**src/rtl/pc_pkg.sv**
```systemverilog
// pc_pkg: shared definitions for the program-counter sequencer.
//   - Op encodings driven by instruction decode onto pc_sequencer.Op.
//   - cnt_width(): width of a counter that must hold 0..depth inclusive.
package pc_pkg;

  localparam logic [2:0] OP_INC  = 3'd0;
  localparam logic [2:0] OP_JMP  = 3'd1;
  localparam logic [2:0] OP_BR   = 3'd2;
  localparam logic [2:0] OP_CALL = 3'd3;
  localparam logic [2:0] OP_RET  = 3'd4;
  localparam logic [2:0] OP_HOLD = 3'd5;

  // Counter width for values 0..depth; depth entries plus the empty state.
  function automatic int unsigned cnt_width(input int unsigned depth);
    return $clog2(depth + 1);
  endfunction

endpackage

```
**src/rtl/pc_ret_stack.sv**
```systemverilog
// pc_ret_stack: parametrised LIFO holding return addresses.
// Ports:
//   Clock  - rising-edge clock
//   Reset  - synchronous active-high reset, empties the stack
//   Push   - write Din on top (ignored when Full)
//   Pop    - discard top entry (ignored when Empty)
//   Din    - data to push
//   Dout   - current top-of-stack (don't-care when Empty)
//   Full   - stack holds DEPTH entries
//   Empty  - stack holds 0 entries
module pc_ret_stack
  import pc_pkg::*;
#(
  parameter int unsigned SIZE  = 6,
  parameter int unsigned DEPTH = 4
) (
  input  logic            Clock,
  input  logic            Reset,
  input  logic            Push,
  input  logic            Pop,
  input  logic [SIZE-1:0] Din,
  output logic [SIZE-1:0] Dout,
  output logic            Full,
  output logic            Empty
);

  localparam int unsigned CntW = cnt_width(DEPTH);

  logic [CntW-1:0] count_q;
  logic [SIZE-1:0] mem_q [DEPTH];
  logic            do_push;
  logic            do_pop;
  logic [CntW-1:0] top_idx;

  assign Full    = (count_q == CntW'(DEPTH));
  assign Empty   = (count_q == '0);
  // Push wins if both are requested; the sequencer never asks for both.
  assign do_push = Push & ~Full;
  assign do_pop  = Pop & ~Empty & ~do_push;
  assign top_idx = count_q - CntW'(1);

  always_ff @(posedge Clock) begin
    if (Reset) begin
      count_q <= '0;
    end else if (do_push) begin
      count_q <= count_q + CntW'(1);
    end else if (do_pop) begin
      count_q <= count_q - CntW'(1);
    end
  end

  // Storage needs no reset: entries are only read below count_q.
  always_ff @(posedge Clock) begin
    for (int unsigned i = 0; i < DEPTH; i++) begin
      if (do_push && (count_q == CntW'(i))) begin
        mem_q[i] <= Din;
      end
    end
  end

  always_comb begin
    Dout = '0;
    for (int unsigned i = 0; i < DEPTH; i++) begin
      if (top_idx == CntW'(i)) begin
        Dout = mem_q[i];
      end
    end
  end

endmodule

```
**src/rtl/pc_sequencer.sv**
```systemverilog
// pc_sequencer: program-counter register with next-PC selection (INC, JMP, BR,
// CALL, RET, HOLD), a DEPTH-entry return-address stack and a sticky error flag.
// Optional feature macro: PC_TRAP_EN (redirect to TRAP_VEC when the next PC
// exceeds TRAP_LIMIT, pulsing Trap for one cycle). Without it Trap stays 0.
// Ports:
//   Clock       - rising-edge clock
//   Reset       - synchronous active-high reset (overrides Enable/Op)
//   Enable      - 1 advances this cycle, 0 stalls all state
//   Op          - operation (see pc_pkg); 6/7 behave as INC
//   Target      - absolute address for JMP/CALL
//   Offset      - two's-complement displacement for BR
//   Cond        - branch-taken qualifier for BR
//   PC          - current program counter (registered)
//   Stack_full  - return stack holds DEPTH entries
//   Stack_empty - return stack holds 0 entries
//   Error       - sticky stack overflow/underflow flag
//   Trap        - one-cycle trap pulse
module pc_sequencer
  import pc_pkg::*;
#(
  parameter int unsigned SIZE       = 6,
  parameter int unsigned DEPTH      = 4,
  parameter int unsigned RESET_VEC  = 0,
  parameter int unsigned TRAP_LIMIT = 2**SIZE - 1,
  parameter int unsigned TRAP_VEC   = 0
) (
  input  logic            Clock,
  input  logic            Reset,
  input  logic            Enable,
  input  logic [2:0]      Op,
  input  logic [SIZE-1:0] Target,
  input  logic [SIZE-1:0] Offset,
  input  logic            Cond,
  output logic [SIZE-1:0] PC,
  output logic            Stack_full,
  output logic            Stack_empty,
  output logic            Error,
  output logic            Trap
);

`ifdef PC_TRAP_EN
  localparam bit TrapEn = 1'b1;
`else
  localparam bit TrapEn = 1'b0;
`endif

  localparam logic [SIZE-1:0] ResetVec  = SIZE'(RESET_VEC);
  localparam logic [SIZE-1:0] TrapLimit = SIZE'(TRAP_LIMIT);
  localparam logic [SIZE-1:0] TrapVec   = SIZE'(TRAP_VEC);

  logic [SIZE-1:0] pc_q, pc_d, pc_sel, pc_inc;
  logic            err_q, err_set;
  logic            trap_q, trap_d;
  logic            push, pop;
  logic [SIZE-1:0] stack_top;

  assign pc_inc = pc_q + SIZE'(1);

  always_comb begin
    pc_sel  = pc_inc;
    push    = 1'b0;
    pop     = 1'b0;
    err_set = 1'b0;
    case (Op)
      OP_JMP:  pc_sel = Target;
      OP_BR:   pc_sel = Cond ? (pc_q + Offset) : pc_inc;
      OP_CALL: begin
        if (Stack_full) begin
          err_set = 1'b1;
        end else begin
          push   = 1'b1;
          pc_sel = Target;
        end
      end
      OP_RET: begin
        if (Stack_empty) begin
          err_set = 1'b1;
        end else begin
          pop    = 1'b1;
          pc_sel = stack_top;
        end
      end
      OP_HOLD: pc_sel = pc_q;
      default: pc_sel = pc_inc;
    endcase

    // Trap redirect is applied after selection; stack effects still happen.
    trap_d = TrapEn && (pc_sel > TrapLimit);
    pc_d   = trap_d ? TrapVec : pc_sel;
  end

  always_ff @(posedge Clock) begin
    if (Reset) begin
      pc_q   <= ResetVec;
      err_q  <= 1'b0;
      trap_q <= 1'b0;
    end else if (Enable) begin
      pc_q   <= pc_d;
      err_q  <= err_q | err_set;
      trap_q <= trap_d;
    end else begin
      trap_q <= 1'b0;
    end
  end

  pc_ret_stack #(
    .SIZE  (SIZE),
    .DEPTH (DEPTH)
  ) u_ret_stack (
    .Clock (Clock),
    .Reset (Reset),
    .Push  (push & Enable),
    .Pop   (pop & Enable),
    .Din   (pc_inc),
    .Dout  (stack_top),
    .Full  (Stack_full),
    .Empty (Stack_empty)
  );

  assign PC    = pc_q;
  assign Error = err_q;
  assign Trap  = trap_q;

endmodule

```
**config.mk**
```make
export PLATFORM = sky130hd
export DESIGN_NAME = pc_sequencer
export DESIGN_NICKNAME = d
export VERILOG_FILES = /design/src/rtl/pc_pkg.sv /design/src/rtl/pc_ret_stack.sv /design/src/rtl/pc_sequencer.sv
export SDC_FILE = /design/constraint.sdc
export NUM_CORES = 1
export LEC_CHECK = 0
export ABC_AREA = 1
export BUFFER_PORTS_ARGS = -buffer_cell sky130_fd_sc_hd__buf_2
export CORE_MARGIN = 2
export CORE_UTILIZATION = 55
export CTS_BUF_LIST = sky130_fd_sc_hd__clkbuf_4 sky130_fd_sc_hd__clkbuf_8
export CTS_CLUSTER_DIAMETER = 40
export DETAILED_ROUTE_END_ITERATION = 10
export PLACE_DENSITY_LB_ADDON = 0.08
export SYNTH_ARGS = -nofsm -noshare
export SYNTH_HDL_FRONTEND = slang
export SYNTH_SLANG_ARGS = --single-unit
```
**constraint.sdc**
```tcl
create_clock -name Clock -period 3 [get_ports Clock]
set_input_delay 0.6 -clock Clock [delete_from_list [all_inputs] [get_ports Clock]]
set_output_delay 0.6 -clock Clock [all_outputs]
set_load 0.01 [all_outputs]
```
==> impl_metrics.toml, run 1 <==
[timing]
finalHoldViolations = 0
holdWs_ps = 531
fmax_mhz = 470
fin_crit_ps = 2130
setup_tns_ps = 0
rsz0062_at_grt = "false"
relSlewSlack_pct = 49.6
fin_crit_sh_pct = 70.9
worst_clock_skew_ps = 3.27
worst_pin_slew_ps = 750
setup_viol = 0
slew_violations = 0

[yosys]
synth_common_cells = "nand2_1 (70), inv_1 (54), edfxtp_1 (24)"
yosysWarnings = 0
synth_edf_count = 24
syn_area_um2 = 2210
yosysTopAreaCell = "edfxtp_1"
netlist_instances = 282
yosysMostFrequentCell = "nand2_1"
yosysTopAreaCellShare_pct = 32.6
syn_area_per_cell_um2 = 7.84
async_reset_ff_share_pct = 0
syn-num-nets = 315
synth_ff_type = "edfxtp_1"
yosys-top-cells-area = "edfxtp_1 (33%), nand2_1 (12%), inv_1 (9.2%)"
synth_sequential_area_ratio_pct = 41.7
synth_cell_types = 36
ys_ff_latch = 34

[cells_and_area]
nets = 347
antenna_cells = 0
drive_above_1_share_pct = 15.9
fill_cells = 366
final_util_pct = 62.8
area_growth_pct = 12.1

[routing]
wl_met2_mm = 2.16
postRouteAntennaNets = 0
postRouteWirelength_mm = 4.52
avgRoutedWirePerCell_um = 12.4
wl_met3_um = 154
drt_first_iter_violations = 38
drc = 0
met1_length_mm = 2.16
firstDrtPassIters = 4
vias = 1820
via_per_inst = 4.99
dr.max_layer_used = "met4"

[power_and_ir_drop]
leakage_nw = 1.26
internal_power_uw = 744
sw_frac_of_total_pct = 28.1
pwr-share-clk_pct = 31.0
power_frac_seq_pct = 51.4
powerDensity_nw_per_um2 = 417
combPwrFrac_pct = 17.6
peakVddDrop_mv = 0.250
power.switching_uw = 290

[die]
core_area_um2 = 3940
rows = 23
initial_core_util_pct = 56.0
io_pins = 29
die_y_um = 67.4
fp.dieW_um = 67.4
fp.dieArea_um2 = 4540

[placement]
io_buffer_count = 27
dp_hpwl_mm = 3.61
place.gp.congestion = 0.866

[clocking]
cts_resized = 0
hold_buffers = 0
cts_setup_buffers = 0
root_buffer = "clkbuf_8"
cts_tree = "done"
cts.sinks = 34
numCtsBuffers = 5
cts_buffer_depth = 2
clk_pin_slew_ps = 70
clock_latency_ps = 270
cts_max_level = 2

[worst_setup_path]
cp-start-kind = "register"
r2r-start = "u_ret_stack.count_q[0]$_SDFFE_PP0P_"
crit_start = "u_ret_stack.count_q[0]$_SDFFE_PP0P_"
cp-end-kind = "register"
worstPathMaxFanout = 8
arrival_ps = 2030
path_class = "reg2reg"
crit_required_ps = 2910

[worst_hold_path]
hp-class = "reg2reg"
hp-start = "u_ret_stack.count_q[0]$_SDFFE_PP0P_"

[run]
cap_violations = 0

[global_routing]
grt_overflow = 0
grt_max_degree = 12
grt_pass1_vias = 1625
antenna_found_initial = 0
grt.total_usage_pct = 22.5
grt_pass1_wl_mm = 7.58

[outcome]
status = "finished clean"
## cell families after synthesis
| kind of cell | count (synthesis) | synth area share, % |
|---|---|---|
| buffers and inverters | 60 | 10.8 |
| AND/OR/NAND/NOR | 131 | 27.7 |
| AO/OA/AOI/OAI | 36 | 9.00 |
| other | 1 | 0.170 |
| flip-flops | 34 | 41.7 |
| adder cells (fa/ha/maj) | 14 | 8.27 |
| XOR/XNOR | 6 | 2.38 |
## state kept, by name (all words and copies together), names as in the netlist
register             count
u_ret_stack.count_q      3
u_ret_stack.mem_q       24
PC                       6
Error                    1
## through the flow
step	worst slack [ps]	cells	cell area (um2)	power (mW)
6_report	874	365	2480	1.03
3_3_place_gp	798	357	2390	0.723
5_1_grt	669	365	2480	1.09
3_5_place_dp	754	357	2390	0.723
4_1_cts	858	365	2480	1.04
2_1_floorplan	1080	282	2210	0.667
## final timing paths
| check | end | slack (ps) | cells past startpoint |
|---|---|---|---|
| worst max-delay path | u_ret_stack.mem_q[1][1]$_DFFE_PP_ | 870 | 5 |
| worst min-delay path | u_ret_stack.count_q[0]$_SDFFE_PP0P_ | 530 | 1 |
| worst max register to register | u_ret_stack.mem_q[1][1]$_DFFE_PP_ | 870 | 5 |
| worst min register to register | u_ret_stack.count_q[0]$_SDFFE_PP0P_ | 530 | 1 |
## placed cells by master, fill, tap and decap left out, types with 5 or more instances in the layout
cell,Yosys,layout
o21ai_0,10,10
inv_1,54,54
nor2_1,14,14
clkbuf_8,0,5
nand3_1,23,23
a21oi_1,18,18
nand4_1,7,7
edfxtp_1,24,24
buf_2,0,27
ha_1,13,13
dfxtp_1,10,10
nand2_1,70,70
## critical path, stage by stage (launching register included)
cell and delay [ps]:
dfxtp_1 420, inv_1 110, ha_1 270, nand2_1 160
nand3_2 170, nor3_1 620
## area by class of cell
class | instances | area (um2) | share of cell area (%)
multi-input combinational | 188 | 1050 | 42.4
tap | 50 | 62.6 | 2.53
clock buffer | 5 | 68.8 | 2.78
inverter | 57 | 216 | 8.74
sequential | 34 | 921 | 37.2
timing repair buffer | 28 | 143 | 5.76
clock inverter | 3 | 16.3 | 0.657
## power groups by stage
| stage | Combinational, mW | Clock (mW) | Sequential [mW] |
|---|---|---|---|
| 2_1_floorplan | 0.125 | 0 | 0.542 |
| 3_3_place_gp | 0.181 | 0 | 0.542 |
| 3_5_place_dp | 0.181 | 0 | 0.542 |
| 4_1_cts | 0.182 | 0.327 | 0.532 |
| 5_1_grt | 0.208 | 0.351 | 0.533 |
| 6_report | 0.182 | 0.321 | 0.532 |
## per-layer routing
metal,global-route usage (%),vias up
met4,4.59,0
met2,38.4,45
met5,0,-
li1,-,970
met1,30.1,801
met3,4.17,4
Power figures use the tool's default switching activity.
==> run 2, diff against run 1 <==
--- a/config.mk
+++ b/config.mk
@@ -5,7 +5,7 @@
 export SDC_FILE = /design/constraint.sdc
 export NUM_CORES = 1
 export LEC_CHECK = 0
-export ABC_AREA = 1
+export ABC_AREA = 0
 export BUFFER_PORTS_ARGS = -buffer_cell sky130_fd_sc_hd__buf_2
 export CORE_MARGIN = 2
 export CORE_UTILIZATION = 55
==> constraint.sdc (replaced) <==
create_clock -name Clock -period 2.1 [get_ports Clock]
set_input_delay 0.42 -clock Clock [delete_from_list [all_inputs] [get_ports Clock]]
set_output_delay 0.42 -clock Clock [all_outputs]
set_load 0.01 [all_outputs]
==> run 2 against run 1 <==
  * Flip-flop and latch count did not move
  * Routed wire length is 3.3% higher
  * Core utilization increased by 3.6 points
  * Combinational power is 46% higher
  * Clock power grew 130%
==> impl_metrics.toml, run 2 <==
[outcome]
status = "finished clean"

[timing]
slew_violations = 0
fin_crit_ps = 2010
rsz0062_at_grt = "false"
worst_clock_skew_ps = 5.23
setup_tns_ps = 0
fmax_mhz = 497
fin_crit_sh_pct = 95.8
setup_viol = 0
finalHoldViolations = 0

[worst_hold_path]
min_to = "u_ret_stack.count_q[0]$_SDFFE_PP0P_"
holdPathStages = 2
hp-start = "Reset"
hp-class = "in2reg"

[worst_setup_path]
r2r-start = "u_ret_stack.count_q[0]$_SDFFE_PP0P_"
rr_endpoint = "PC[5]$_SDFFE_PP0P_"
crit_family = "buffers and inverters"
crit_required_ps = 1680
cpMostUsedCell = "inv_1"
worst_path_max_delay_cell = "dfxtp_2"
worst-r2r-cell-count = 8
ff2ff_setup_slack_ps = 160
crit_path_cell_trace = "inv_1 -> ha_1 -> buf_4 -> nand2_1 -> inv_1 -> buf_2"
path_class = "reg2out"
worstPathMaxFanout = 17
path_buf_inv = 4
cpPeakStageDelay_ps = 350
cp-end-kind = "primary output"
arrival_ps = 1590
cp-start-kind = "register"
cp.depth = 6

[yosys]
synthAdderAreaFrac_pct = 8.82
syn_area_um2 = 2070
yosysWarnings = 0
yosysTopAreaCell = "edfxtp_1"
synth_mux_area_share_pct = 1.09
synth_sequential_area_ratio_pct = 44.5
synth_xor_area_share_pct = 4.23
synth_edf_count = 24
synth_common_cells = "edfxtp_1 (24), nor2_1 (17), ha_1 (13)"
ys_ff_latch = 34
synthSimpleGateAreaFrac_pct = 16.6
syn_area_per_cell_um2 = 10.5
yosysTopAreaCellShare_pct = 34.8
yosysMostFrequentCell = "edfxtp_1"
synth_top_family_by_area = "compound AO/OA/AOI/OAI gates"
async_reset_ff_share_pct = 0
syn-num-nets = 231
synth_ff_type = "edfxtp_1"
yosys-top-cells-area = "edfxtp_1 (35%), dfxtp_1 (9.7%), ha_1 (7.9%)"
synth_cell_types = 50
synth-compound-area-share_pct = 20.4
netlist_instances = 198

[global_routing]
grt_pass1_vias = 1559
antenna_found_initial = 0
grt_overflow = 0
grt.total_usage_pct = 23.6
grt_max_degree = 18
grt_pass1_wl_mm = 7.59

[clocking]
cts_max_level = 2
root_buffer = "clkbuf_8"
numCtsBuffers = 5
cts_tree = "done"
hold_buffers = 0
clock_latency_ps = 290
cts.sinks = 34
cts_buffer_depth = 2
clk_pin_slew_ps = 70

[cells_and_area]
layout_commonest_cell = "buf_2"
fill_cells = 307
final_util_pct = 66.4
drive_above_1_share_pct = 22.2
final_cell_mix = "buf_2 (27), edfxtp_1 (24), nor2_1 (17)"
nets = 262
largest_reg_flops = 24
largest_register = "u_ret_stack.mem_q"
area_growth_pct = 16.5
antenna_cells = 0

[die]
initial_core_util_pct = 57.0
io_pins = 29
core_area_um2 = 3630
rows = 22
fp.dieArea_um2 = 4270
fp.dieW_um = 65.4
die_y_um = 65.4

[placement]
dp_hpwl_mm = 3.59
io_buffer_count = 27
place.gp.congestion = 0.849

[routing]
drc = 0
postRouteAntennaNets = 0
drt_first_iter_violations = 104
via_per_inst = 6.04
avgRoutedWirePerCell_um = 16.8
firstDrtPassIters = 5
vias = 1680
postRouteWirelength_mm = 4.67

[power_and_ir_drop]
leakage_nw = 0.950
power_mw = 1.75
peakVddDrop_mv = 0.332
powerDensity_nw_per_um2 = 727

[run]
cap_violations = 0
==> run 2: cell types whose count changed after synthesis, sizes merged, moves of 4 or more <==
cell / before / now
a21oi: 18 / 9
a221oi: 0 / 10
a311oi: 0 / 5
clkbuf: 1 / 5
inv: 57 / 11
nand2: 75 / 9
nand2b: 0 / 4
nand3: 24 / 5
nand4: 7 / 0
nor2b: 0 / 5
o21ai: 13 / 9
==> run 2: worst reg2reg max path: cells and delay by family (launching register included) <==
family | cells | cell delay (ps)
AND/OR/NAND/NOR | 3 | 560
adder cells (fa/ha/maj) | 1 | 230
buffers and inverters | 2 | 290
AO/OA/AOI/OAI | 2 | 420
flip-flops | 1 | 350
==> run 2: logic make-up (layout without fill, tap and decap cells) <==
logic type,Yosys count,in the layout
other,1,1
buffers and inverters,20,52
multiplexers,2,2
AO/OA/AOI/OAI,57,57
XOR/XNOR,10,10
AND/OR/NAND/NOR,60,60
flip-flops,34,34
adder cells (fa/ha/maj),14,14
==> run 2: cell type report <==
cell class	instances	area, um2	area share [%]
clock inverter	3	68.8	2.85
clock buffer	5	68.8	2.85
multi-input combinational	144	1070	44.3
inverter	11	41.3	1.71
sequential	34	923	38.3
tap	48	60.1	2.49
timing repair buffer	33	180	7.47
==> run 2: how the worst max path moves through the flow <==
stage	from	endpoint	slack (ps)
6_report	u_ret_stack.count_q[0]$_SDFFE_PP0P_	Stack_full	90
3_5_place_dp	u_ret_stack.count_q[0]$_SDFFE_PP0P_	PC[3]$_SDFFE_PP0P_	40
3_3_place_gp	Offset[0]	PC[4]$_SDFFE_PP0P_	110
2_1_floorplan	u_ret_stack.count_q[0]$_SDFFE_PP0P_	PC[1]$_SDFFE_PP0P_	150
5_1_grt	u_ret_stack.count_q[0]$_SDFFE_PP0P_	PC[5]$_SDFFE_PP0P_	20
4_1_cts	u_ret_stack.count_q[0]$_SDFFE_PP0P_	PC[3]$_SDFFE_PP0P_	30
==> run 2: report_power, final <==
| part | leakage (nW) | switching (mW) | internal (mW) |
|---|---|---|---|
| registers | 0.302 | 0.0180 | 0.742 |
| clock network | 0.0683 | 0.253 | 0.475 |
| logic | 0.580 | 0.155 | 0.109 |
| total | 0.950 | 0.427 | 1.33 |
==> run 2: routing by layer <==
layer,global-route usage [%],wire length [um],vias up
met5,0,0,-
met2,37.0,2200,78
met1,33.3,2080,783
li1,-,-,810
met3,4.11,320,9
met4,7.55,55,0
==> run 2: through the flow <==
stage	worst slack, ps	cells	instance area (um2)	hold WS, ps
6_report	87.3	278	2410	442
5_1_grt	17.6	278	2410	466
2_1_floorplan	151	198	2070	505
3_3_place_gp	114	270	2260	446
3_5_place_dp	36.4	270	2260	469
4_1_cts	29.6	278	2400	445
==> run 2: timing repair <==
| item | 4_1_cts | 5_1_grt |
|---|---|---|
| gates resized for setup | 0 | 4 |
| buffers inserted | 0 | 0 |
| setup endpoints to repair | 0 | 6 |
==> run 3, diff against run 2 <==
--- a/config.mk
+++ b/config.mk
@@ -13,6 +13,7 @@
 export CTS_CLUSTER_DIAMETER = 40
 export DETAILED_ROUTE_END_ITERATION = 10
 export PLACE_DENSITY_LB_ADDON = 0.08
+export RECOVER_POWER = 100
 export SYNTH_ARGS = -nofsm -noshare
 export SYNTH_HDL_FRONTEND = slang
 export SYNTH_SLANG_ARGS = --single-unit
==> run 3 against run 2 <==
  * Die area is the same
  * Fmax increased by 0.55%
  * Highest routed layer unchanged
  * Critical endpoint unchanged
  * Final area fell by 0.83%
  * Register-to-register slack about the same
  * Cell count stayed put
  * Sequential power hardly changed
  * First-iteration DRC count is 18% higher
  * Largest cell class unchanged
  * Clock power about the same
==> impl_metrics.toml, run 3 (synthesized netlist as in run 2, its figures left out) <==
[clocking]
cts_tree = "done"
hold_buffers = 0
clk_pin_slew_ps = 70
root_buffer = "clkbuf_8"
cts_max_level = 2
cts.sinks = 34
cts_setup_buffers = 0
clock_latency_ps = 290
cts_resized = 0
numCtsBuffers = 5
cts_buffer_depth = 2

[cells_and_area]
multi_input_area_um2 = 1070
largest_reg_flops = 24
largest_register = "u_ret_stack.mem_q"
seqCellArea_um2 = 923
nets = 262
instances_no_fill = 278
final_cell_mix = "edfxtp_1 (24), buf_2 (19), nor2_1 (17)"
layout_commonest_cell = "edfxtp_1"
drive_above_1_share_pct = 17.8
antenna_cells = 0
final_area_um2 = 2390
fill_cells = 311
area_growth_pct = 15.5

[outcome]
status = "finished clean"

[die]
fp.dieArea_um2 = 4270
die_y_um = 65.4
io_pins = 29
rows = 22
core_area_um2 = 3630
fp.dieW_um = 65.4
initial_core_util_pct = 57.0

[timing]
fmax_mhz = 500
fin_crit_ps = 2000
fin_crit_sh_pct = 95.3
finalHoldViolations = 0
setup_viol = 0
setup_tns_ps = 0
rsz0062_at_grt = "false"
worst_clock_skew_ps = 4.92
slew_violations = 0

[power_and_ir_drop]
peakVddDrop_mv = 0.328
sw_frac_of_total_pct = 24.3
pwr-share-clk_pct = 41.7
internal_power_mw = 1.32
powerDensity_nw_per_um2 = 730
power.switching_uw = 425
power_frac_seq_pct = 43.5
leakage_nw = 0.909
combPwrFrac_pct = 14.8

[global_routing]
grt_pass1_vias = 1559
grt_pass1_wl_mm = 7.59
grt_overflow = 0
antenna_found_initial = 0
grt_max_degree = 18
grt.total_usage_pct = 23.6

[worst_setup_path]
arrival_ps = 1580
path_class = "reg2out"
crit_required_ps = 1680
cp-start-kind = "register"
worstPathMaxFanout = 17
cp-end-kind = "primary output"

[placement]
dpl_cell_area_um2 = 2260
io_buffer_count = 27
dp_hpwl_mm = 3.59
place.gp.congestion = 0.849
numPlacedInstances = 270

[routing]
vias = 1655
postRouteWirelength_mm = 4.59
drt_first_iter_violations = 123
postRouteAntennaNets = 0
avgRoutedWirePerCell_um = 16.5
firstDrtPassIters = 4
via_per_inst = 5.95
drc = 0

[worst_hold_path]
hp-class = "in2reg"

[run]
cap_violations = 0
-- run 3: area by class of cell --
| type | instances | area share (%) |
|---|---|---|
| inverter | 11 | 1.73 |
| clock inverter | 3 | 2.88 |
| tap | 48 | 2.51 |
| timing repair buffer | 33 | 6.69 |
| multi-input combinational | 144 | 44.7 |
| sequential | 34 | 38.6 |
| clock buffer | 5 | 2.88 |
-- run 3: per-layer routing --
metal	up-vias	track usage [%]	wire (um)
met5	-	0	0
met3	3	4.11	263
li1	812	-	-
met2	58	37.0	2170
met4	0	7.55	38
met1	782	33.3	2130
-- run 3: final timing paths --
check,startpoint,to,slack (ps),cells past startpoint
max,u_ret_stack.count_q[0]$_SDFFE_PP0P_,Stack_full,100,6
min,Reset,u_ret_stack.count_q[0]$_SDFFE_PP0P_,440,2
max reg2reg,u_ret_stack.count_q[0]$_SDFFE_PP0P_,PC[0]$_SDFFE_PP0P_,150,8
min reg2reg,Error$_SDFFE_PP0P_,Error$_SDFFE_PP0P_,490,2
-- run 3: worst max-delay path, stage by stage, from the launching register on --
cell	delay, ps
dfxtp_2	350
inv_1	130
ha_1	230
buf_4	250
nand2_1	140
inv_1	70
buf_2	120
-- run 3: per-stage QoR --
stage / setup slack, ps / power [mW] / hold slack [ps] / util, %
5_1_grt: 17.6 / 1.80 / 466 / 65.8
6_report: 98.4 / 1.75 / 442 / 65.8
3_5_place_dp: 36.4 / 1.03 / 469 / 62.3
2_1_floorplan: 151 / 0.947 / 505 / -
3_3_place_gp: 114 / 1.02 / 446 / 62.3
4_1_cts: 29.6 / 1.75 / 445 / 66.1
-- run 3: power groups by stage --
stage,clock [mW],combinational [mW],sequential [mW]
after detailed placement,0,0.259,0.774
after floorplan,0,0.171,0.776
after CTS,0.730,0.260,0.759
final,0.728,0.258,0.760
after global routing,0.755,0.287,0.762
after global placement,0,0.250,0.773
